### src/rtl/ex_stage_pkg.sv
// Shared constants for the EX stage: bus widths, StallBus encoding, one-hot
// field bit indices and the divider FSM state type.
package ex_stage_pkg;

  localparam int ID_TO_EX_WD        = 161;
  localparam int EX_TO_MEM_WD       = 76;
  localparam int EX_TO_ID_WD        = 38;
  localparam int STALLBUS_WD        = 6;
  localparam int LOAD_SRAM_DATA_WD  = 5;
  localparam int STORE_SRAM_DATA_WD = 3;
  localparam int DIV_CYCLES         = 32;

  localparam logic STOP    = 1'b1;
  localparam logic NO_STOP = 1'b0;
  localparam int   STALL_EX  = 2;
  localparam int   STALL_MEM = 3;

  // alu_op one-hot, MSB first
  localparam int ALU_ADD  = 11;
  localparam int ALU_SUB  = 10;
  localparam int ALU_SLT  = 9;
  localparam int ALU_SLTU = 8;
  localparam int ALU_AND  = 7;
  localparam int ALU_NOR  = 6;
  localparam int ALU_OR   = 5;
  localparam int ALU_XOR  = 4;
  localparam int ALU_SLL  = 3;
  localparam int ALU_SRL  = 2;
  localparam int ALU_SRA  = 1;
  localparam int ALU_LUI  = 0;

  localparam int MEM_LB  = 7;
  localparam int MEM_LH  = 6;
  localparam int MEM_LW  = 5;
  localparam int MEM_LBU = 4;
  localparam int MEM_LHU = 3;
  localparam int MEM_SB  = 2;
  localparam int MEM_SH  = 1;
  localparam int MEM_SW  = 0;

  localparam int HILO_DIV  = 5;
  localparam int HILO_DIVU = 4;
  localparam int HILO_MFHI = 3;
  localparam int HILO_MFLO = 2;
  localparam int HILO_MTHI = 1;
  localparam int HILO_MTLO = 0;

  typedef enum logic [1:0] {
    DIV_IDLE = 2'd0,
    DIV_BUSY = 2'd1,
    DIV_DONE = 2'd2
  } div_state_e;

  function automatic logic [31:0] neg_if(input logic n, input logic [31:0] v);
    return n ? (~v + 32'd1) : v;
  endfunction

endpackage

### src/rtl/ex_stage_div_iter.sv
// Iterative restoring divider, one quotient bit per cycle on magnitudes.
// Optional macro EX_DIV_ZERO_SKIP_EN: zero divisor/dividend finishes after one busy cycle.
module div_iter
  import ex_stage_pkg::*;
#(
  parameter int CYCLES = DIV_CYCLES
) (
  input  logic        clk,
  input  logic        rst,
  input  logic        req,
  input  logic        clear,
  input  logic        signed_op,
  input  logic [31:0] dividend,
  input  logic [31:0] divisor,
  output logic        stallreq,
  output logic        res_we,
  output logic [31:0] quotient,
  output logic [31:0] remainder
);

  localparam int CW = $clog2(CYCLES + 1);

  div_state_e    state_q, state_d;
  logic [31:0]   rem_q, quo_q, dsr_q, dvd_q;
  logic [CW-1:0] cnt_q;
  logic          neg_q_q, neg_r_q, dz_q;
  logic [32:0]   trial, diff;
  logic [31:0]   rem_n, quo_n;
  logic          ge, last, a_neg, b_neg;

  assign a_neg = signed_op & dividend[31];
  assign b_neg = signed_op & divisor[31];

  // dividend bits shift out of quo_q into the partial remainder
  assign trial = {rem_q, quo_q[31]};
  assign diff  = trial - {1'b0, dsr_q};
  assign ge    = ~diff[32];
  assign rem_n = ge ? diff[31:0] : trial[31:0];
  assign quo_n = {quo_q[30:0], ge};

`ifdef EX_DIV_ZERO_SKIP_EN
  logic skip_q;
  assign last = skip_q || (cnt_q == CW'(CYCLES - 1));
`else
  assign last = (cnt_q == CW'(CYCLES - 1));
`endif

  assign quotient  = dz_q ? 32'hFFFF_FFFF : neg_if(neg_q_q, quo_n);
  assign remainder = dz_q ? dvd_q : neg_if(neg_r_q, rem_n);

  always_comb begin
    state_d  = state_q;
    stallreq = 1'b0;
    res_we   = 1'b0;
    unique case (state_q)
      DIV_IDLE: if (req) begin
        state_d  = DIV_BUSY;
        stallreq = 1'b1;
      end
      DIV_BUSY: begin
        stallreq = 1'b1;
        if (last) begin
          state_d = DIV_DONE;
          res_we  = 1'b1;
        end
      end
      DIV_DONE: if (clear) state_d = DIV_IDLE;
      default:  state_d = DIV_IDLE;
    endcase
  end

  always_ff @(posedge clk or negedge rst) begin
    if (!rst) begin
      state_q <= DIV_IDLE;
      rem_q   <= '0;
      quo_q   <= '0;
      dsr_q   <= '0;
      dvd_q   <= '0;
      cnt_q   <= '0;
      neg_q_q <= 1'b0;
      neg_r_q <= 1'b0;
      dz_q    <= 1'b0;
`ifdef EX_DIV_ZERO_SKIP_EN
      skip_q  <= 1'b0;
`endif
    end else begin
      state_q <= state_d;
      if (state_q == DIV_IDLE && req) begin
        rem_q   <= '0;
        quo_q   <= neg_if(a_neg, dividend);
        dsr_q   <= neg_if(b_neg, divisor);
        dvd_q   <= dividend;
        cnt_q   <= '0;
        neg_q_q <= a_neg ^ b_neg;
        neg_r_q <= a_neg;
        dz_q    <= (divisor == 32'd0);
`ifdef EX_DIV_ZERO_SKIP_EN
        skip_q  <= (divisor == 32'd0) || (dividend == 32'd0);
`endif
      end else if (state_q == DIV_BUSY) begin
        rem_q <= rem_n;
        quo_q <= quo_n;
        cnt_q <= cnt_q + 1'b1;
      end
    end
  end

endmodule

### src/rtl/ex_stage.sv
// Execute stage: ID/EX register, ALU, data-SRAM request, HI/LO and divider.
// Optional macro EX_DIV_ZERO_SKIP_EN is consumed by div_iter.
module ex_stage
  import ex_stage_pkg::*;
(
  input  logic                          clk,
  input  logic                          rst,
  input  logic [STALLBUS_WD-1:0]        stall,
  input  logic [ID_TO_EX_WD-1:0]        id_to_ex_bus,
  output logic [EX_TO_MEM_WD-1:0]       ex_to_mem_bus,
  output logic [EX_TO_ID_WD-1:0]        ex_to_id_bus,
  output logic [LOAD_SRAM_DATA_WD-1:0]  load_sram_ex_data,
  output logic [STORE_SRAM_DATA_WD-1:0] store_sram_ex_data,
  output logic                          data_sram_en,
  output logic [3:0]                    data_sram_wen,
  output logic [31:0]                   data_sram_addr,
  output logic [31:0]                   data_sram_wdata,
  output logic                          stallreq_for_ex
);

  logic [ID_TO_EX_WD-1:0] id_ex_q;
  logic        adv;
  logic [31:0] pc, src1, src2, store_data;
  logic [11:0] alu_op;
  logic [7:0]  mem_op;
  logic [5:0]  hilo_op;
  logic        rf_we, rf_we_eff, sel_rf_res;
  logic [4:0]  rf_waddr;

  // the EX instruction leaves on both a load and a bubble
  assign adv = (stall[STALL_EX] == NO_STOP) || (stall[STALL_MEM] == NO_STOP);

  always_ff @(posedge clk or negedge rst) begin
    if (!rst)                              id_ex_q <= '0;
    else if (stall[STALL_EX] == NO_STOP)   id_ex_q <= id_to_ex_bus;
    else if (stall[STALL_MEM] == NO_STOP)  id_ex_q <= '0;
  end

  assign {pc, alu_op, src1, src2, store_data, mem_op, hilo_op,
          rf_we, rf_waddr, sel_rf_res} = id_ex_q;

  logic [31:0] alu_res;
  always_comb begin
    alu_res = 32'd0;
    if      (alu_op[ALU_ADD])  alu_res = src1 + src2;
    else if (alu_op[ALU_SUB])  alu_res = src1 - src2;
    else if (alu_op[ALU_SLT])  alu_res = {31'd0, $signed(src1) < $signed(src2)};
    else if (alu_op[ALU_SLTU]) alu_res = {31'd0, src1 < src2};
    else if (alu_op[ALU_AND])  alu_res = src1 & src2;
    else if (alu_op[ALU_NOR])  alu_res = ~(src1 | src2);
    else if (alu_op[ALU_OR])   alu_res = src1 | src2;
    else if (alu_op[ALU_XOR])  alu_res = src1 ^ src2;
    else if (alu_op[ALU_SLL])  alu_res = src2 << src1[4:0];
    else if (alu_op[ALU_SRL])  alu_res = src2 >> src1[4:0];
    else if (alu_op[ALU_SRA])  alu_res = $signed(src2) >>> src1[4:0];
    else if (alu_op[ALU_LUI])  alu_res = {src2[15:0], 16'd0};
  end

  logic        is_div, div_we;
  logic [31:0] hi_q, lo_q, div_q, div_r, ex_result;

  assign is_div    = hilo_op[HILO_DIV] | hilo_op[HILO_DIVU];
  assign rf_we_eff = rf_we & ~is_div;

  div_iter #(.CYCLES(DIV_CYCLES)) u_div (
    .clk       (clk),
    .rst       (rst),
    .req       (is_div),
    .clear     (adv),
    .signed_op (hilo_op[HILO_DIV]),
    .dividend  (src1),
    .divisor   (src2),
    .stallreq  (stallreq_for_ex),
    .res_we    (div_we),
    .quotient  (div_q),
    .remainder (div_r)
  );

  always_ff @(posedge clk or negedge rst) begin
    if (!rst) begin
      hi_q <= '0;
      lo_q <= '0;
    end else if (div_we) begin
      hi_q <= div_r;
      lo_q <= div_q;
    end else if (adv) begin
      if (hilo_op[HILO_MTHI]) hi_q <= src1;
      if (hilo_op[HILO_MTLO]) lo_q <= src1;
    end
  end

  always_comb begin
    ex_result = alu_res;
    if      (hilo_op[HILO_MFHI]) ex_result = hi_q;
    else if (hilo_op[HILO_MFLO]) ex_result = lo_q;
  end

  logic       is_byte, is_half, is_word, is_store, mem_en;
  logic [3:0] lane;

  assign is_byte  = mem_op[MEM_LB] | mem_op[MEM_LBU] | mem_op[MEM_SB];
  assign is_half  = mem_op[MEM_LH] | mem_op[MEM_LHU] | mem_op[MEM_SH];
  assign is_word  = mem_op[MEM_LW] | mem_op[MEM_SW];
  assign is_store = mem_op[MEM_SB] | mem_op[MEM_SH] | mem_op[MEM_SW];
  assign mem_en   = |mem_op;

  always_comb begin
    lane = 4'b0000;
    if      (is_byte) lane = 4'b0001 << ex_result[1:0];
    else if (is_half) lane = ex_result[1] ? 4'b1100 : 4'b0011;
    else if (is_word) lane = 4'b1111;
  end

  always_comb begin
    data_sram_wdata = store_data;
    if      (mem_op[MEM_SB]) data_sram_wdata = {4{store_data[7:0]}};
    else if (mem_op[MEM_SH]) data_sram_wdata = {2{store_data[15:0]}};
  end

  assign data_sram_en       = mem_en;
  assign data_sram_wen      = is_store ? lane : 4'b0000;
  assign data_sram_addr     = ex_result;
  assign load_sram_ex_data  = mem_op[MEM_LB:MEM_LHU];
  assign store_sram_ex_data = mem_op[MEM_SB:MEM_SW];

  assign ex_to_mem_bus = {pc, mem_en, lane, sel_rf_res, rf_we_eff, rf_waddr, ex_result};
  assign ex_to_id_bus  = {rf_we_eff, rf_waddr, ex_result};

  logic unused_stall;
  assign unused_stall = ^{stall[5:4], stall[1:0]};

endmodule

### config.mk
export PLATFORM = sky130hd
export DESIGN_NAME = ex_stage
export DESIGN_NICKNAME = d
export VERILOG_FILES = /design/src/rtl/ex_stage_pkg.sv /design/src/rtl/ex_stage_div_iter.sv /design/src/rtl/ex_stage.sv
export SDC_FILE = /design/constraint.sdc
export NUM_CORES = 2
export LEC_CHECK = 0
export BUFFER_PORTS_ARGS = -buffer_cell sky130_fd_sc_hd__buf_2
export CELL_PAD_IN_SITES_DETAIL_PLACEMENT = 0
export CELL_PAD_IN_SITES_GLOBAL_PLACEMENT = 1
export CORE_ASPECT_RATIO = 1.25
export CORE_MARGIN = 8
export CORE_UTILIZATION = 40
export DETAILED_ROUTE_END_ITERATION = 16
export GPL_TIMING_DRIVEN = 0
export PLACE_DENSITY = 0.79
export SKIP_LAST_GASP = 1
export SLEW_MARGIN = 20
export SYNTH_ARGS = -nofsm -noshare
export SYNTH_HDL_FRONTEND = slang
export SYNTH_SLANG_ARGS = --single-unit
### constraint.sdc
create_clock -name clk -period 5.9 [get_ports clk]
set_clock_uncertainty 0.2 [all_clocks]
set_input_delay 1.18 -clock clk [delete_from_list [all_inputs] [get_ports clk]]
set_output_delay 1.18 -clock clk [all_outputs]
set_load 0.01 [all_outputs]
Word level (Yosys, flattened, before mapping)
Cells that the tools add are included.
{ "totals": {"regBits": 364, "in_bits": 169, "out_inout_bits": 192, "elab_cells": 119} }
{ "classes": {"n_addsub": 8, "magnitude_cmp": 2, "eq_ne": 7, "shift": 4, "n_mux": 50, "bitwise_logic": 24, "reduce_logical": 12} }
{ "op_table": {"columns": ["op", "count"], "rows": [
  ["$mux W32", 33],
  ["$mux W161", 2],
  ["$not A32 Y32", 5],
  ["$add A32 B1 Y32 const B", 4],
  ["$lt A32 B32 Y1", 2],
  ["$sub A33 B32 Y33", 1],
  ["$add A32 B32 Y32", 1],
  ["$and A32 B32 Y32", 1],
  ["$logic_not A32 Y1", 1],
  ["$or A32 B32 Y32", 1],
  ["$shl A32 B5 Y32", 1],
  ["$shr A32 B5 Y32", 1],
  ["$sshr A32 B5 Y32", 1],
  ["$sub A32 B32 Y32", 1],
  ["$xor A32 B32 Y32", 1],
  ["$mux W4", 5],
  ["$mux W6", 2],
  ["$or A1 B1 Y1", 8],
  ["$reduce_bool A2 Y1", 4],
  ["$reduce_or A8 Y1", 1],
  ["$add A6 B1 Y6 const B", 1],
  ["$eq A6 B5 Y1 const B", 1],
  ["$mux W2", 3],
  ["$ne A2 B2 Y1 const B", 3],
  ["15 further kinds", 23]
]} }

Depth between registers and ports, before layout
{ "depth": {"word_depth": 18, "mapped_depth": 24, "depth_no_buf": 19} }

Cells and area by module
Synthesis repeated with hierarchy kept, for this count alone.
{ "hier_totals": {"cells_unflattened": 4129, "area_unflattened_um2": 31601.6} }
{ "modules_own_cells": {"columns": ["mod", "n_inst", "cells_each", "area_each_um2", "seq_area_each_um2"], "rows": [
  ["ex_stage", 1, 2677, 20604.8, 5630.4],
  ["div_iter", 1, 1452, 10996.8, 3478.3]
]} }

Worst setup path after synthesis
No wires, ideal clock.
{ "synth_timing": {"path_type": "register to output", "start": "reg id_ex_q[85]", "end": "out ex_to_id_bus[30]", "t_arrival_ns": 5.192, "required_ns": 4.520, "setup_slack_ns": -0.672, "stages_incl_launch_ff": 22, "n_path_buf": 5, "cell_sequence": "dfrtp_1 > buf_1 > clkbuf_1 > clkbuf_1 > buf_1 > inv_1 > ha_1 > inv_1 > fa_1 > nand2b_1 > a21oi_1 > o21bai_1 > a21oi_1 > o211ai_1 > and4_1 > o31ai_1 > a21oi_1 > o31a_1 > xnor2_1 > a221oi_1 > nor4_1 > buf_4"} }
{ "synth_between": {"elab_chain_cells": 14, "elab_cells_between_ends": 18, "cone_classes": "2 x add/sub; 3 x shift; 13 x mux"} }
{ "synth_rtl": {"columns": ["item", "line", "rtl"], "rows": [
  ["start: declaration", "ex_stage.sv:21", "logic [ID_TO_EX_WD-1:0] id_ex_q;"],
  ["start signal: assignment", "ex_stage.sv:35", "else if (stall[STALL_EX] == NO_STOP) id_ex_q <= id_to_ex_bus;"],
  ["$sshr A32 B5 Y32", "ex_stage.sv:55", "else if (alu_op[ALU_SRA]) alu_res = $signed(src2) >>> src1[4:0];"],
  ["$mux W32", "ex_stage.sv:55", null],
  ["$mux W32", "ex_stage.sv:54", "else if (alu_op[ALU_SRL]) alu_res = src2 >> src1[4:0];"],
  ["$mux W32", "ex_stage.sv:53", "else if (alu_op[ALU_SLL]) alu_res = src2 << src1[4:0];"],
  ["$mux W32", "ex_stage.sv:52", "else if (alu_op[ALU_XOR]) alu_res = src1 ^ src2;"],
  ["$mux W32", "ex_stage.sv:51", "else if (alu_op[ALU_OR]) alu_res = src1 | src2;"],
  ["$mux W32", "ex_stage.sv:50", "else if (alu_op[ALU_NOR]) alu_res = ~(src1 | src2);"],
  ["$mux W32", "ex_stage.sv:49", "else if (alu_op[ALU_AND]) alu_res = src1 & src2;"],
  ["$mux W32", "ex_stage.sv:48", "else if (alu_op[ALU_SLTU]) alu_res = {31'd0, src1 < src2};"],
  ["$mux W32", "ex_stage.sv:47", "else if (alu_op[ALU_SLT]) alu_res = {31'd0, $signed(src1) < $signed(src2)};"],
  ["$mux W32", "ex_stage.sv:46", "else if (alu_op[ALU_SUB]) alu_res = src1 - src2;"],
  ["$mux W32 *", "ex_stage.sv:45", "if (alu_op[ALU_ADD]) alu_res = src1 + src2;"],
  ["$mux W32 *", "ex_stage.sv:95", "else if (hilo_op[HILO_MFLO]) ex_result = lo_q;"],
  ["$mux W32 *", "ex_stage.sv:94", "if (hilo_op[HILO_MFHI]) ex_result = hi_q;"],
  ["end: declaration", "ex_stage.sv:11", "output logic [EX_TO_ID_WD-1:0] ex_to_id_bus,"]
]} }
Every way passes the cells marked *; elsewhere a longest branch is shown, timed or not.

Final worst setup path
{ "layout_timing": {"start": "reg id_ex_q[85]", "end": "out data_sram_wen[2]"} }
{ "layout_between": {"elab_chain_cells": 18, "elab_cells_between_ends": 29, "cone_classes": "2 x add/sub; 2 x order compare; 4 x shift; 17 x mux; 4 x bitwise"} }
{ "layout_rtl": {"columns": ["item", "line", "rtl"], "rows": [
  ["$sshr A32 B5 Y32", "ex_stage.sv:55", null],
  ["$mux W32", "ex_stage.sv:55", null],
  ["$mux W32", "ex_stage.sv:54", null],
  ["$mux W32", "ex_stage.sv:53", null],
  ["$mux W32", "ex_stage.sv:52", null],
  ["$mux W32", "ex_stage.sv:51", null],
  ["$mux W32", "ex_stage.sv:50", null],
  ["$mux W32", "ex_stage.sv:49", null],
  ["$mux W32", "ex_stage.sv:48", null],
  ["$mux W32", "ex_stage.sv:47", null],
  ["$mux W32", "ex_stage.sv:46", null],
  ["$mux W32 *", "ex_stage.sv:45", null],
  ["$mux W32 *", "ex_stage.sv:95", null],
  ["$mux W32 *", "ex_stage.sv:94", null],
  ["$mux W4 (2 in series)", "ex_stage.sv:110", "else if (is_half) lane = ex_result[1] ? 4'b1100 : 4'b0011;"],
  ["$mux W4 *", "ex_stage.sv:109", "if (is_byte) lane = 4'b0001 << ex_result[1:0];"],
  ["$mux W4 *", "ex_stage.sv:121", "assign data_sram_wen = is_store ? lane : 4'b0000;"],
  ["end: declaration", "ex_stage.sv:15", "output logic [3:0] data_sram_wen,"]
]} }
Marks and branches as above.

==> metrics.md <==
| Metric | Value |
|---|---|
| Clock buffer depth | 3 |
| Total core area | 78100 um^2 |
| IO Count | between 300 and 400 |
| Worst setup SP type | flip-flop |
| Initial antenna violation count | 10 |
| FFs w/ async S/R, synth | 100% |
| DR vias/cell | between 6 and 7 |
| Area contributors post-synth | dfrtp_1, o21ai_0, nand2_1 |
| Num CTS Buffers | between 40 and 50 |
| Hold Path Class | reg2reg |
| Full die area | 87700 um^2 |
| Clock latency on the worst-skew pair | around 0.62 ns |
| Most frequent cells in the layout | nand2_1, o21ai_0, buf_2 |
| #FFs+latches synth | ~360 |
| Die H | between 300 and 400 um |
| Critical path arrival | slightly below 5 ns |
| Drt pass-1 iters | 6 |
| Largest net degree at the start of global routing | 92 |
| WHS | roughly 0.27 ns |
| Leakage | between 0.015 and 0.02 uW |
| Crit path time final | about 6.2 ns |
| Dpl hpwl | 134000 um |
| Leading area contributor after synthesis | dfrtp_1 |
| Grt total ovfl | 0 |
| Setup_tns | -6.40 ns |
| Final core utilization | between 50 and 60% |
| Pre-CTS WS | -2.95 ns |
| EDFF count, synth | 0 |
| Vias in the first global route | 34200 |
| Crit Path Max Fanout | 3 |
| Clk root buf | clkbuf_16 |
| IO Port Bufs | about 360 |
| Final GP Congestion | between 1 and 1.5 |
| CTS clk-pin slew, worst paths | approximately 0.060 ns |
| Clock sinks | about 360 |
| Fmax | roughly 160 MHz |
| RSZ-0062 raised after global routing | true |
| Worst-Margin Slew | between 1 and 1.5 ns |
| Die W | 266 um |
| Final net count | a little under 5000 |
| Worst EP required | around 4.5 ns |
| Via count | approximately 35000 |
| Synth Instances | just over 4000 |
| Result of the run | finished with violations |
| Initial Util | approximately two fifths |
| Remaining antenna violation count | 0 |
| Layout cells sized above 1 | 25.5% |
| Max Slew Vio Count | 0 |
| DRT iter0 DRCs | 4334 |
| Post-layout instance count excluding filler cells | about 5700 |
| MaxCap Viol Count | 0 |
| Kind of critical path | reg2out |
| H-tree Lvls | 2 |
| Final worst slack | -0.331 ns |
| DRC errors left | 0 |
| Final worst path period share | 106% |
| TritonCTS clock tree | built |
| Most common cell after layout, fill and taps aside | nand2_1 |
| Area grow syn2layout | 26.1% |
| Mapped Area | 31400 um^2 |
| Pwr/cell area | between 400 and 500 nW/um^2 |
| Syn nets | around 4400 |
| Setup Viol. Count Final | 54 |
| Predominant post-synthesis flop cell | dfrtp_1 |
| Row count | 115 |
| Top-area cell type share of the netlist area | between 20 and 30% |
| Violated checks | setup timing |
| Synth Warn # | 0 |
| Rel. slew slack | 11.2% |
| Hold Violations, Final | 0 |
| Syn_area_per_cell | 7.70 um^2 |
| Total track usage | between 30% and 40% |
| Crit path capture type | output pin |
| Hold_buf cts | 0 |
| Seq/Total Area, Yosys | between 20% and 30% |
| First-pass GRT wire length | ~250000 um |
| Peak supply drop | around 330 uV |
| WL per Instance | about 30 um |
| Placed Cells | about 5500 |
| Post-synth cell types | 85 |
| Drt total wl | between 150000 and 200000 um |
## cell families after synthesis
family,synth area share (%)
compound gates,25.2
fa+ha+maj,5.54
xor+xnor,4.13
flops,29.1
mux,7.83
buf+inv,10.9
simple gates,17.4
## per-stage QoR
stage                     total power (uW)  area (um^2)
after floorplan                       9990        31400
after global placement               13700        34500
after detailed placement             13800        34600
after CTS                            17000        38300
after global routing                 18300        39500
final                                17500        39500
## cell usage after synthesis, drive strengths merged, types with 10 or more instances
cell / n
nand2: 505
inv: 316
a21boi: 11
clkbuf: 280
o31a: 10
xor2: 44
or4: 18
a221oi: 28
o22ai: 39
and3: 13
a32oi: 29
ha: 134
or3: 21
o221ai: 22
a221o: 16
a22oi: 14
nor3: 66
mux2i: 75
o21a: 20
mux2: 25
dfrtp: 364
xnor2: 104
a21oi: 219
a2111oi: 13
nor2b: 15
a31oi: 92
a211oi: 40
nor2: 296
nand3: 162
o211ai: 39
a21o: 27
nand2b: 33
nand4: 22
buf: 175
and2: 22
o41ai: 16
nor4: 23
mux4: 63
o31ai: 38
or2: 17
o21ai: 471
o21bai: 25
## power breakdown
part	switching (uW)	internal [uW]	total [uW]
clock	1180	1580	2760
combinational	6960	3850	10800
sequential	768	3200	3960
## critical path: stages (launching register included)
cell and delay [ns]:
dfrtp_2 0.44, buf_12 0.15, clkbuf_16 0.14, clkbuf_16 0.15
buf_12 0.13, clkinvlp_4 0.13, ha_4 0.15, inv_2 0.03
fa_2 0.34, nand2b_1 0.11, a21oi_2 0.08, o21bai_1 0.21
a21oi_2 0.10, o211ai_1 0.17, buf_4 0.18, and4_4 0.28
o31ai_4 0.08, buf_4 0.16, nor4bb_2 0.27, o31a_1 0.34
nor2b_4 0.23, o21bai_4 0.13, nor2_1 0.05, buf_4 0.17
## worst paths after layout
path                       depth (start not counted)                           to                        start  slack (ns)
hold / removal                                     2  u_div.dvd_q[26]$_DFFE_PN0P_  u_div.dvd_q[26]$_DFFE_PN0P_        0.27
setup / recovery                                  23             data_sram_wen[2]      id_ex_q[85]$_DFFE_PN0N_       -0.33
setup reg to reg                                  20         hi_q[28]$_DFFE_PN0P_  u_div.rem_q[12]$_DFFE_PN0N_        0.19
hold reg to reg                                    2  u_div.dvd_q[26]$_DFFE_PN0P_  u_div.dvd_q[26]$_DFFE_PN0P_        0.27
min in group asynchronous                          1  u_div.quo_q[17]$_DFFE_PN0N_                          rst        0.29
max in group asynchronous                          3      id_ex_q[79]$_DFFE_PN0N_                          rst        3.88
## area by class of cell
| type | count | area (um^2) |
|---|---|---|
| tap | 1053 | 1320 |
| timing repair buffer | 495 | 3140 |
| fill | 7824 | 38600 |
| clock buffer | 62 | 1240 |
| multi-input combinational | 2930 | 20400 |
| antenna | 9 | 22.5 |
| inverter | 321 | 1310 |
| clock inverter | 9 | 145 |
| sequential | 364 | 9160 |
| buffer | 433 | 2780 |
## per-layer routing
layer	wire (um)	vias up	track usage (%)
li1	-	15300	-
met1	63200	17100	45.0
met2	78300	2268	60.5
met3	16800	697	9.92
met4	16300	8	29.2
met5	128	-	0
## state kept, by name, summed over array words and instances (netlist names)
signal / flops
u_div.neg_q_q: 1
u_div.state_q: 2
id_ex_q: 161
u_div.cnt_q: 6
u_div.dz_q: 1
u_div.dsr_q: 32
u_div.rem_q: 32
u_div.neg_r_q: 1
u_div.dvd_q: 32
lo_q: 32
u_div.quo_q: 32
hi_q: 32
## timing repair
item / in CTS / in global routing
setup endpoints to repair: 131 / 106
gates resized for setup: 488 / 214
pin swaps: 67 / 75
buffers inserted: 80 / 56
Note: power is estimated with default switching activity, not from simulation.
